File: src/rtl/delta_integrator_pkg.sv
// Shared definitions for the delta-coded sample path: state encoding and
// default sample/delta widths used by both the subtractor and integrator sides.
package delta_integrator_pkg;

  localparam int DEF_OWIDTH = 21;
  localparam int DEF_DWIDTH = 22;

  typedef enum logic {
    IDLE = 1'b0,
    RUN  = 1'b1
  } state_t;

endpackage

File: src/rtl/delta_range_fix.sv
// Folds a DWIDTH+1-bit signed sum into an unsigned OWIDTH sample and flags
// out-of-range sums. Define DELTA_INTEGRATOR_SAT_EN to clamp instead of wrap.
module delta_range_fix
  import delta_integrator_pkg::*;
#(
  parameter int OWIDTH = DEF_OWIDTH,
  parameter int DWIDTH = DEF_DWIDTH
) (
  input  logic [DWIDTH:0]   i_sum,
  output logic [OWIDTH-1:0] o_data,
  output logic              o_ovf
);

  logic w_neg;
  logic w_high;

  // The sum is signed: MSB set means below zero, any other bit above OWIDTH
  // means the value exceeds the largest unsigned sample.
  assign w_neg  = i_sum[DWIDTH];
  assign w_high = |i_sum[DWIDTH-1:OWIDTH];
  assign o_ovf  = w_neg | w_high;

`ifdef DELTA_INTEGRATOR_SAT_EN
  always_comb begin
    o_data = i_sum[OWIDTH-1:0];
    if (w_neg) begin
      o_data = '0;
    end else if (w_high) begin
      o_data = '1;
    end
  end
`else
  assign o_data = i_sum[OWIDTH-1:0];
`endif

endmodule

File: src/rtl/delta_integrator.sv
// Streaming delta decoder: frame base followed by signed deltas, rebuilt into
// absolute samples behind a registered valid/ready stage. Range mode: DELTA_INTEGRATOR_SAT_EN.
module delta_integrator
  import delta_integrator_pkg::*;
#(
  parameter int OWIDTH    = DEF_OWIDTH,
  parameter int DWIDTH    = DEF_DWIDTH,
  parameter int FRAME_LEN = 16
) (
  input  logic              clk,
  input  logic              rst,
  input  logic              in_valid,
  output logic              in_ready,
  input  logic              in_sof,
  input  logic [DWIDTH-1:0] in_data,
  output logic              out_valid,
  input  logic              out_ready,
  output logic [OWIDTH-1:0] out_data,
  output logic              out_sof,
  output logic              err_nosof,
  output logic              err_short,
  output logic              ovf,
  output state_t            dbg_state
);

  localparam int CNT_W = (FRAME_LEN > 2) ? $clog2(FRAME_LEN) : 1;

  // Valid/ready: a word moves on any cycle where valid && ready are both high;
  // the input side is ready whenever the output register is empty or draining.
  state_t             r_state;
  logic [CNT_W-1:0]   r_cnt;
  logic [OWIDTH-1:0]  r_acc;
  logic               r_out_valid;
  logic [OWIDTH-1:0]  r_out_data;
  logic               r_out_sof;
  logic               r_err_nosof;
  logic               r_err_short;
  logic               r_ovf;

  logic               w_in_ready;
  logic               w_accept;
  logic [DWIDTH:0]    w_sum;
  logic [OWIDTH-1:0]  w_fix_data;
  logic               w_fix_ovf;

  assign w_in_ready = !r_out_valid || out_ready;
  assign w_accept   = in_valid && w_in_ready;
  assign w_sum      = {{(DWIDTH + 1 - OWIDTH){1'b0}}, r_acc} + {in_data[DWIDTH-1], in_data};

  delta_range_fix #(
    .OWIDTH(OWIDTH),
    .DWIDTH(DWIDTH)
  ) u_range_fix (
    .i_sum (w_sum),
    .o_data(w_fix_data),
    .o_ovf (w_fix_ovf)
  );

  always_ff @(posedge clk or posedge rst) begin
    if (rst) begin
      r_state     <= IDLE;
      r_cnt       <= '0;
      r_acc       <= '0;
      r_out_valid <= 1'b0;
      r_out_data  <= '0;
      r_out_sof   <= 1'b0;
      r_err_nosof <= 1'b0;
      r_err_short <= 1'b0;
      r_ovf       <= 1'b0;
    end else begin
      r_err_nosof <= 1'b0;
      r_err_short <= 1'b0;
      r_ovf       <= 1'b0;
      if (r_out_valid && out_ready) begin
        r_out_valid <= 1'b0;
      end
      if (w_accept) begin
        if (in_sof) begin
          // A base always (re)starts a frame; inside RUN it also cuts the old one short.
          r_err_short <= (r_state == RUN);
          r_acc       <= in_data[OWIDTH-1:0];
          r_out_data  <= in_data[OWIDTH-1:0];
          r_out_sof   <= 1'b1;
          r_out_valid <= 1'b1;
          r_cnt       <= CNT_W'(1);
          r_state     <= RUN;
        end else if (r_state == IDLE) begin
          r_err_nosof <= 1'b1;
        end else begin
          r_acc       <= w_fix_data;
          r_out_data  <= w_fix_data;
          r_out_sof   <= 1'b0;
          r_out_valid <= 1'b1;
          r_ovf       <= w_fix_ovf;
          if (r_cnt == CNT_W'(FRAME_LEN - 1)) begin
            r_cnt   <= '0;
            r_state <= IDLE;
          end else begin
            r_cnt <= r_cnt + 1'b1;
          end
        end
      end
    end
  end

  assign in_ready  = w_in_ready;
  assign out_valid = r_out_valid;
  assign out_data  = r_out_data;
  assign out_sof   = r_out_sof;
  assign err_nosof = r_err_nosof;
  assign err_short = r_err_short;
  assign ovf       = r_ovf;
  assign dbg_state = r_state;

endmodule

File: config.mk
export PLATFORM = sky130hd
export DESIGN_NAME = delta_integrator
export DESIGN_NICKNAME = d
export VERILOG_FILES = /design/src/rtl/delta_integrator_pkg.sv /design/src/rtl/delta_range_fix.sv /design/src/rtl/delta_integrator.sv
export SDC_FILE = /design/constraint.sdc
export NUM_CORES = 1
export LEC_CHECK = 0
export ABC_CLOCK_PERIOD_IN_PS = 5900
export CAP_MARGIN = 15
export CORE_UTILIZATION = 30
export DETAILED_ROUTE_END_ITERATION = 10
export PLACE_DENSITY_LB_ADDON = 0.2
export SLEW_MARGIN = 20
export SYNTH_ARGS = -nofsm -noshare
export SYNTH_HDL_FRONTEND = slang
export SYNTH_HIERARCHICAL = 1
export SYNTH_SLANG_ARGS = --single-unit
File: constraint.sdc
create_clock -name clk -period 5.9 [get_ports clk]
set_input_delay 0.885 -clock clk [delete_from_list [all_inputs] [get_ports clk]]
set_output_delay 0.885 -clock clk [all_outputs]
set_load 0.1 [all_outputs]
### Word level (Yosys, flattened, before mapping)

Index checks and enable logic that the tools add are counted.

| storage, ports and cells | value |
|---|---|
| flip-flop bits (word level) | 31 |
| bits in latches | 0 |
| memory bits (writable) | 0 |
| bits in read-only memories | 0 |
| input port bits | 27 |
| output and inout port bits | 28 |
| logic and storage cells | 40 |
| memories | 0 |

| operators by class | value |
|---|---|
| add/sub/neg operators | 2 |
| multiply operators | 0 |
| divide/modulo/power cells | 0 |
| order comparisons | 0 |
| equality and inequality tests | 1 |
| shifts and indexed selects | 0 |
| muxes and demuxes | 22 |
| bitwise gates (word level) | 1 |
| reduce and logical (&&, ||, !) cells | 6 |

Operators with widths:

| kind | number |
|---|---|
| $mux W21 | 2 |
| $add A22 B22 Y23 | 1 |
| $mux W1 | 17 |
| $mux W4 | 3 |
| $add A4 B1 Y4 const B | 1 |
| $eq A4 B4 Y1 const B | 1 |
| $logic_and A1 B1 Y1 | 2 |
| $reduce_and A2 Y1 | 1 |
| $reduce_bool A2 Y1 | 1 |
| $logic_not A1 Y1 | 1 |
| $logic_or A1 B1 Y1 | 1 |
| $or A1 B1 Y1 | 1 |

### Logic depth before layout (Yosys ltp)

Gate-level depths: netlist (run 1).

| logic depth | value |
|---|---|
| word-level depth | 5 |
| gate-level depth with buffers | 12 |
| depth with buffers taken out | 11 |

### Hierarchy

Netlist (run 1), hierarchy kept.

Modules (own cells, without submodules):

| module | instances | cells each | area each (um^2) | sequential area each (um^2) |
|---|---|---|---|---|
| delta_integrator | 1 | 303 | 2633.8 | 775.7 |
| delta_range_fix | 1 | 22 | 163.9 | 0.0 |

### Worst setup path before layout (run 1)

No wires, ideal clock.

| timing path | value |
|---|---|
| path type | register -> register |
| start | reg, netlist name out_data[0] |
| end | reg r_out_data[16], in the netlist out_data[16] |
| data arrival time | 3.055 ns |
| required time | 5.757 ns |
| setup slack | 2.701 ns |
| stages on the path, launching flop included | 13 |
| buffers on the path | 1 |
| path through | dfrtp_1 > ha_1 > inv_1 > fa_1 > nand2b_1 > a21o_1 > a211o_1 > a31oi_1 > a41oi_1 > xnor2_1 > buf_4 > mux2i_1 > o21ai_0 |

RTL lines:

| what | RTL line | text |
|---|---|---|
| to (signal assigned) | delta_integrator.sv:82 | `r_out_data <= in_data[OWIDTH-1:0];` |
| to (signal assigned) | delta_integrator.sv:91 | `r_out_data <= w_fix_data;` |
| to (decl) | delta_integrator.sv:34 | `logic [OWIDTH-1:0] r_out_data;` |

### Final worst setup path (run 1)

| timing path | value |
|---|---|
| start | in out_ready |
| end | out in_ready |

| on the way | value |
|---|---|
| word-level cells in the longest chain between the ends | 1 |

Ends and longest elaborated chain:

| what | RTL line | text |
|---|---|---|
| from (decl) | delta_integrator.sv:17 | `input logic out_ready,` |
| $logic_or A1 B1 Y1 | delta_integrator.sv:46 | `assign w_in_ready = !r_out_valid \|\| out_ready;` |
| to (decl) | delta_integrator.sv:13 | `output logic in_ready,` |

Every way passes these cells.

==> results.json, run 1 <==
{
  "drt_first_pass_iters": 4,
  "arrival_ps": 2640,
  "cap_violations": 0,
  "power_density_mw_per_mm2": 603.1,
  "synth_cells": 325,
  "coreArea_mm2": 0.008891,
  "grt_max_degree": 32,
  "cts_root_buf": "clkbuf_8",
  "track_usage_pct": 14.04,
  "totalWireLength_um": 6624,
  "crit_type": "in2out",
  "synth.top_cells.by_count": "nand2_1 (43), dfrtp_1 (31), o21ai_0 (30)",
  "die_w_um": 98.57,
  "r2r_start": "out_data[0]",
  "setup_violations": 0,
  "overflow": 0,
  "cts_tree": "built",
  "slowest_stage": "clkdlybuf4s50_1",
  "first_iter_violations": 80,
  "critPathMaxStageDelay_ps": 1150,
  "antenna_found_initial": 0,
  "syn_avg_cell_area_um2": 8.608,
  "hold_viol": 0,
  "slew_violations": 0,
  "cts.sinks": 31,
  "port_buffers": 54,
  "yosys_most_used_dff": "dfrtp_1",
  "via_per_inst": 5.009,
  "drc": 0,
  "cts_buffer_depth": 2,
  "grt_pass1_vias": 2312,
  "cts_max_level": 2,
  "r2r_slack_ps": 3280,
  "synth_seq_area_share_pct": 27.73,
  "ys_top_cells_by_area": "dfrtp_1 (28%), ha_1 (9.8%), mux2i_1 (7.9%), nand2_1 (5.8%), buf_4 (5.6%)",
  "peakVddDrop_mv": 0.2977,
  "route.vias.total": 2334,
  "fin_skew_ps": 6.679,
  "yosys.area.top_type_share_pct": 27.73,
  "async_reset_ff_share_pct": 100.0,
  "hp-class": "reg2reg",
  "syn_nets": 375,
  "final_cells": 466,
  "place_inst": 458,
  "power_mw": 2.053,
  "critPathBufInv": 2,
  "timing.critical_path.from": "out_ready",
  "fin_crit_sh_pct": 59.71,
  "synth_most_common_cell": "nand2_1",
  "gp_congestion": 0.8084,
  "max_slew.worst_pin.slew_ps": 988.9,
  "grt_pass1_wl_um": 11020,
  "ctsResizeCount": 0,
  "n_antenna_cell": 0,
  "syn_area_mm2": 0.002798,
  "whs_path_depth": 1,
  "cp_cell_sequence": "clkdlybuf4s50_1 > nand2b_1 > clkdlybuf4s50_1",
  "rows": 34,
  "outcome": "finished clean",
  "cp_top_family": "buffers and inverters",
  "reg2reg_depth": 11,
  "crit_required_ps": 5020,
  "power_leakage_nw": 1.488,
  "min_to": "out_sof",
  "layout-drive-gt1-share_pct": 8.380,
  "end_kind": "output port",
  "tns_ps": 0,
  "rsz0062_at_grt": "no",
  "clkLatencyLatePin_ps": 280,
  "antenna_left": 0,
  "post_cts_buffers": 0,
  "cts_buffers": 5,
  "period_needed_ps": 3523,
  "cp_max_fo": 4,
  "slew_headroom_pct": 33.86,
  "hold_slack_ps": 506.9,
  "worstReg2RegEnd": "out_data[16]",
  "area_growth_pct": 21.69,
  "cpMostUsedCell": "clkdlybuf4s50_1",
  "fin_util_pct": 38.29,
  "hp-start": "out_sof",
  "synth_edf_count": 0,
  "cp-start-kind": "input pin",
  "synth_top_area_cell": "dfrtp_1",
  "final_nets": 407,
  "hpwl_um": 4962,
  "pin_count": 55,
  "path_clk_slew_ps": 70,
  "avgRoutedWirePerCell_um": 14.21,
  "initial_core_util_pct": 31.47,
  "ys_seq_elements": 31,
  "fp.dieH_um": 98.57,
  "yosysUniqueCellTypes": 57,
  "max_freq_mhz": 283.9,
  "die_area_mm2": 0.009716,
  "synth_warnings": 6,
  "ctsHoldBuffers": 0
}
per-stage QoR:
stage | instance area, um2 | setup WS (ps)
global route | 3405 | 2338
CTS | 3405 | 2376
finish | 3405 | 2377
floorplan | 2798 | 2701
global placement | 3287 | 2333
detailed placement | 3287 | 2264
kinds of logic (layout without fill, tap and decap cells):
family / Yosys count / after routing / synth area share (%)
DFF: 31 / 31 / 27.73
xor gates and xnor gates: 16 / 16 / 5.009
muxes: 22 / 22 / 7.871
adders and majority gates: 23 / 23 / 10.55
and+or+nand+nor: 95 / 95 / 16.55
buffers and inverters: 44 / 77 / 9.212
AOI/OAI and AO/OA: 94 / 94 / 23.08
sequential cells by signal, summed over array words and instances (netlist names):
name and count:
out_data 21, r_cnt 4, dbg_state 1, err_nosof 1, err_short 1, out_sof 1, out_valid 1, ovf 1
layer usage:
| layer | track usage [%] | part of all wire, % | wire length (um) | vias to the layer above |
|---|---|---|---|---|
| met2 | 22.59 | 43 | 2867 | 67 |
| met5 | 0 | 0 | 0 | - |
| met1 | 19.74 | 51 | 3395 | 1062 |
| li1 | - | - | - | 1203 |
| met4 | 2.755 | 0.39 | 26 | 0 |
| met3 | 2.553 | 5.0 | 334 | 2 |
power by group:
group | internal (mW) | switching, mW | leakage [nW]
logic | 0.479 | 0.995 | 1.05
registers | 0.286 | 0.0671 | 0.382
clock network | 0.137 | 0.0902 | 0.0612
cells in the final DEF, fill, tap and decap left out, drive strengths merged, types with 9 or more instances in the layout:
master	Yosys	layout
inv	12	12
nand2	44	44
mux2i	22	22
dfrtp	31	31
xnor2	9	9
a21oi	24	24
ha	22	22
clkdlybuf4s50	0	54
o21ai	35	35
nor2	15	15
how the worst max path moves through the flow:
stage                               to  cells after the start
after floorplan           out_data[16]                     12
after global placement             ovf                     12
after detailed placement  out_data[16]                     12
after CTS                     in_ready                      3
after global routing          in_ready                      3
final                         in_ready                      3
cell type report:
class	instances	area, um2
well taps	108	135.1
multi-input cells	250	1768
fillers	928	5487
repair buffers	57	563.0
clock inverters	2	35.03
clock buffers	6	82.58
inverters	12	45.04
flip-flops and latches	31	775.7
Note: power is estimated with default switching activity, not from simulation.
==> inputs of run 2 (changes only) <==
--- a/config.mk
+++ b/config.mk
@@ -5,7 +5,7 @@
 export SDC_FILE = /design/constraint.sdc
 export NUM_CORES = 1
 export LEC_CHECK = 0
-export ABC_CLOCK_PERIOD_IN_PS = 5900
+export ABC_CLOCK_PERIOD_IN_PS = 2970
 export CAP_MARGIN = 15
 export CORE_UTILIZATION = 30
 export DETAILED_ROUTE_END_ITERATION = 10
==> constraint.sdc (replaced) <==
create_clock -name clk -period 2.97 [get_ports clk]
set_input_delay 0.4455 -clock clk [delete_from_list [all_inputs] [get_ports clk]]
set_output_delay 0.4455 -clock clk [all_outputs]
set_load 0.1 [all_outputs]
==> run 2 against run 1 <==
Effect of this change:
- power up 100%
- critical path type is now in2reg
- die area stayed put
- routed wire length down 0.39%
- count of clock-buffer cells in the layout unchanged
- design area rose by 2.5%
- sequential share of layout area shrank 0.49 points
==> results.json, run 2 (synthesis results as in run 1) <==
{
  "outcome": "finished clean",
  "peakVddDrop_mv": 0.5663,
  "largest_reg_flops": 21,
  "cts_tree": "built",
  "period_needed_ps": 2847,
  "dp_slack_ps": -161.7,
  "fp.dieH_um": 98.57,
  "path_clk_slew_ps": 70,
  "area_growth_pct": 24.78,
  "cp-start-kind": "input pin",
  "antenna_left": 0,
  "hp-class": "reg2reg",
  "grt_max_degree": 24,
  "ctsHoldBuffers": 0,
  "port_buffers": 54,
  "track_usage_pct": 14.31,
  "die_w_um": 98.57,
  "fin_util_pct": 39.26,
  "drt_first_pass_iters": 4,
  "cts.sinks": 31,
  "cp_max_fo": 3,
  "max_slew.worst_pin.slew_ps": 640.5,
  "fin_area_mm2": 0.003491,
  "rows": 34,
  "overflow": 0,
  "gp_congestion": 0.7999,
  "power_mw": 4.137,
  "final_common_cell": "buf_4",
  "antenna_found_initial": 0,
  "totalWireLength_um": 6598,
  "hold_viol": 0,
  "layout-drive-gt1-share_pct": 21.39,
  "pin_count": 55,
  "rsz0062_at_grt": "no",
  "initial_core_util_pct": 31.47,
  "cap_violations": 0,
  "power_leakage_nw": 1.603,
  "drc": 0,
  "slew_violations": 0,
  "n_antenna_cell": 0,
  "arrival_ps": 3020,
  "layout_common_cells": "buf_4 (47), nand2_1 (43), o21ai_0 (30), dfrtp_1 (29), clkdlybuf4s50_1 (26)",
  "route.vias.total": 2382,
  "slew_headroom_pct": 57.25,
  "fin_crit_sh_pct": 95.87,
  "grt_pass1_vias": 2347,
  "coreArea_mm2": 0.008891,
  "placed_cell_area_mm2": 0.003327,
  "setup_violations": 0,
  "first_iter_violations": 60,
  "clkLatencyLatePin_ps": 280,
  "power_density_mw_per_mm2": 1185,
  "max_freq_mhz": 351.2,
  "fin_skew_ps": 2.620,
  "avgRoutedWirePerCell_um": 13.69,
  "via_per_inst": 4.942,
  "cts_max_level": 2,
  "cts_buffer_depth": 2,
  "final_nets": 423,
  "die_area_mm2": 0.009716,
  "crit_required_ps": 3150,
  "crit_type": "in2reg",
  "cts_root_buf": "clkbuf_8",
  "fin_ws_ps": 122.6,
  "cts_buffers": 5,
  "hpwl_um": 5160,
  "grt_pass1_wl_um": 11290,
  "end_kind": "flip-flop"
}
==> run 2: cell count changes in the layout (fill, tap and decap cells not counted), moves of 2 or more <==
cell,change
buf_4,+44
dfrtp_2,+2
clkdlybuf4s50_1,-28
dfrtp_1,-2
nand2b_1,-2
==> run 2: final cells by class <==
cell class | count | area [um2]
Fill cell | 924 | 5400
Multi-Input combinational cell | 250 | 1802
Sequential cell | 31 | 778.2
Timing Repair Buffer | 73 | 613.1
Tap cell | 108 | 135.1
Clock buffer | 6 | 82.58
Inverter | 12 | 45.04
Clock inverter | 2 | 35.03
==> run 2: path summary, 6_finish.rpt <==
path                             start          end  slack [ps]  depth (start not counted)
max                         in_data[0]          ovf         120                         12
min                            out_sof      out_sof         510                          1
max reg2reg                out_data[0]          ovf         430                         11
min reg2reg                    out_sof      out_sof         510                          1
min in group asynchronous          rst  out_data[1]         560                          2
max in group asynchronous          rst  out_data[0]        1690                          3
==> run 2: through the flow <==
stage / hold WS [ps] / instances / setup TNS [ps]
6_report: 512.0 / 482 / 0
5_1_grt: 534.1 / 482 / 0
2_1_floorplan: 474.0 / 325 / 0
3_5_place_dp: 501.2 / 472 / -539.6
4_1_cts: 519.6 / 480 / 0
3_3_place_gp: 495.9 / 472 / -324.5
==> run 2: critical path, stage by stage <==
cell	delay, ps
clkdlybuf4s50_1	500
ha_2	190
inv_1	50
fa_1	380
nand2b_4	160
a21o_1	220
a211o_4	360
a21oi_4	170
or3_4	170
a2111oi_4	60
or2_1	200
and2_1	130
==> run 2: power by group <==
group          internal, mW  total (mW)  switching, mW
clock network         0.272       0.443          0.171
registers             0.569       0.701          0.132
logic                 0.988        2.99           2.01
==> run 2: timing repair <==
action,CTS,global route
resized for setup,0,5
buffers inserted,0,2
hold endpoints to repair,0,0
setup endpoints to repair,0,3
==> run 2: metal layers <==
metal  up-vias  routed length, um  track usage [%]
met4         0                 61            3.559
met2        51               2912            23.24
met5         -                  0                0
met1      1081               3384            19.45
li1       1246                  -                -
met3         4                240            2.979
==> inputs of run 3 (changes only) <==
--- a/config.mk
+++ b/config.mk
@@ -7,7 +7,8 @@
 export LEC_CHECK = 0
 export ABC_CLOCK_PERIOD_IN_PS = 2970
 export CAP_MARGIN = 15
-export CORE_UTILIZATION = 30
+export CORE_UTILIZATION = 40
+export CTS_CLUSTER_SIZE = 14
 export DETAILED_ROUTE_END_ITERATION = 10
 export PLACE_DENSITY_LB_ADDON = 0.2
 export SLEW_MARGIN = 20
==> run 3 against run 2 <==
Effect of this change:
- utilization increased by 12 points
- register-to-register slack about the same
- power increased by 0.36%
- first-iteration DRC count increased by 85%
- non-clock buffer count decreased by 3
- clock power decreased by 2%
- flip-flop and latch count unchanged
==> results.json, run 3 (synthesis results as in run 1) <==
{
  "outcome": "finished clean",
  "power_leakage_nw": 1.583,
  "hold_slack_ps": 510.9,
  "area_growth_pct": 22.72,
  "period_needed_ps": 2810,
  "cp_cell_sequence": "clkdlybuf4s50_1 > ha_2 > inv_1 > fa_2 > nand2b_1 > a21o_1 > a211o_4 > a21oi_4 > or3_4 > a2111oi_4 > or2_1 > and2_1",
  "port_buffers": 54,
  "cap_violations": 0,
  "gp_congestion": 0.8350,
  "cts_buffers": 5,
  "drt_first_pass_iters": 4,
  "worstReg2RegEnd": "ovf",
  "comb_power_share_pct": 72.7,
  "crit_type": "in2reg",
  "initial_core_util_pct": 41.41,
  "n_antenna_cell": 0,
  "slowest_stage": "clkdlybuf4s50_1",
  "pin_count": 55,
  "fin_area_mm2": 0.003433,
  "arrival_ps": 2990,
  "largest_reg_flops": 21,
  "power_mw": 4.152,
  "avgRoutedWirePerCell_um": 14.04,
  "power_density_mw_per_mm2": 1209,
  "cts_buffer_depth": 2,
  "via_per_inst": 5.377,
  "cts_root_buf": "clkbuf_8",
  "slew_headroom_pct": 52.55,
  "final_common_cell": "buf_4",
  "fin_skew_ps": 9.074,
  "route.vias.total": 2425,
  "placed_cell_area_mm2": 0.003277,
  "layout-drive-gt1-share_pct": 21.29,
  "cts_max_level": 2,
  "grt_pass1_wl_um": 11110,
  "max_freq_mhz": 355.9,
  "rows": 30,
  "first_iter_violations": 111,
  "r2r_slack_ps": 440,
  "rsz0062_at_grt": "no",
  "totalWireLength_um": 6330,
  "cp-start-kind": "input pin",
  "timing.critical_path.from": "in_data[0]",
  "hold_viol": 0,
  "crit_required_ps": 3150,
  "p_int_mw": 1.818,
  "grt_pass1_vias": 2374,
  "sw_frac_of_total_pct": 56.22,
  "ctsHoldBuffers": 0,
  "hpwl_um": 4712,
  "cp_max_fo": 3,
  "antenna_left": 0,
  "fp.dieH_um": 85.63,
  "p_sw_mw": 2.334,
  "r2r_start": "out_data[0]",
  "reg2reg_depth": 11,
  "power_frac_clock_pct": 10.4,
  "cts.sinks": 31,
  "fin_util_pct": 50.81,
  "hp-class": "reg2reg",
  "tns_ps": 0,
  "seq_power_share_pct": 16.8,
  "die_area_mm2": 0.007333,
  "drc": 0,
  "coreArea_mm2": 0.006756,
  "peakVddDrop_mv": 0.6414,
  "final_nets": 420,
  "endpoint": "ovf",
  "grt_max_degree": 32,
  "path_clk_slew_ps": 80,
  "die_w_um": 85.63,
  "track_usage_pct": 18.71,
  "critPathMaxStageDelay_ps": 490,
  "fin_crit_sh_pct": 94.62,
  "end_kind": "flip-flop",
  "setup_violations": 0,
  "clkLatencyLatePin_ps": 290,
  "cts_tree": "built",
  "overflow": 0,
  "antenna_found_initial": 0,
  "slew_violations": 0,
  "layout_common_cells": "buf_4 (44), nand2_1 (43), o21ai_0 (29), dfrtp_1 (29), clkdlybuf4s50_1 (26)",
  "max_slew.worst_pin.slew_ps": 711.6,
  "whs_path_depth": 2
}
run 3: cell count changes in the layout (fill, tap and decap cells not counted), sizes merged:
cell / before / now
clkinv: 1 / 2
clkbuf: 6 / 5
buf: 47 / 44
run 3: through the flow:
step | instances | setup WS, ps
after floorplan | 325 | 57.87
after global placement | 442 | -142.5
after detailed placement | 442 | -178.2
after CTS | 450 | 108.2
after global routing | 451 | 24.25
final | 451 | 159.9
run 3: how the worst min path moves through the flow:
stage	start	to	slack (ps)
5_1_grt	out_sof	out_sof	530
6_report	out_data[0]	out_data[0]	510
3_3_place_gp	out_data[0]	out_data[0]	480
2_1_floorplan	r_cnt[3]	r_cnt[3]	470
3_5_place_dp	out_data[0]	out_data[0]	500
4_1_cts	out_data[0]	out_data[0]	510
run 3: critical path, delay by kind of cell:
kind | cells | cell delay, ps
compound gates | 4 | 790
fa+ha+maj | 2 | 530
buf+inv | 2 | 540
simple gates | 4 | 680
run 3: layout make-up:
cell class / instances / area, um2
Clock inverter: 3 / 43.79
Inverter: 12 / 45.04
Clock buffer: 5 / 68.82
Tap cell: 80 / 100.1
Fill cell: 649 / 3323
Multi-Input combinational cell: 250 / 1807
Sequential cell: 31 / 778.2
Timing Repair Buffer: 70 / 590.6
run 3: what timing repair did:
item,4_1_cts,5_1_grt
setup endpoints to repair,0,4
setup buffers,0,1
gates resized for setup,0,8
run 3: power groups by stage:
stage          clock (mW)  sequential, mW  combinational, mW
6_report            0.433           0.700               3.02
5_1_grt             0.467           0.720               3.26
4_1_cts             0.440           0.699               2.98
3_5_place_dp            0           0.707               2.96
3_3_place_gp            0           0.704               2.94
2_1_floorplan           0            1.66               1.74
run 3: routing by layer:
| layer | routed length (um) | GRT usage [%] | part of all wire [%] |
|---|---|---|---|
| met4 | 61 | 3.636 | 0.96 |
| met3 | 327 | 3.946 | 5.2 |
| met5 | 0 | 0 | 0 |
| met1 | 3213 | 26.84 | 51 |
| met2 | 2728 | 29.16 | 43 |
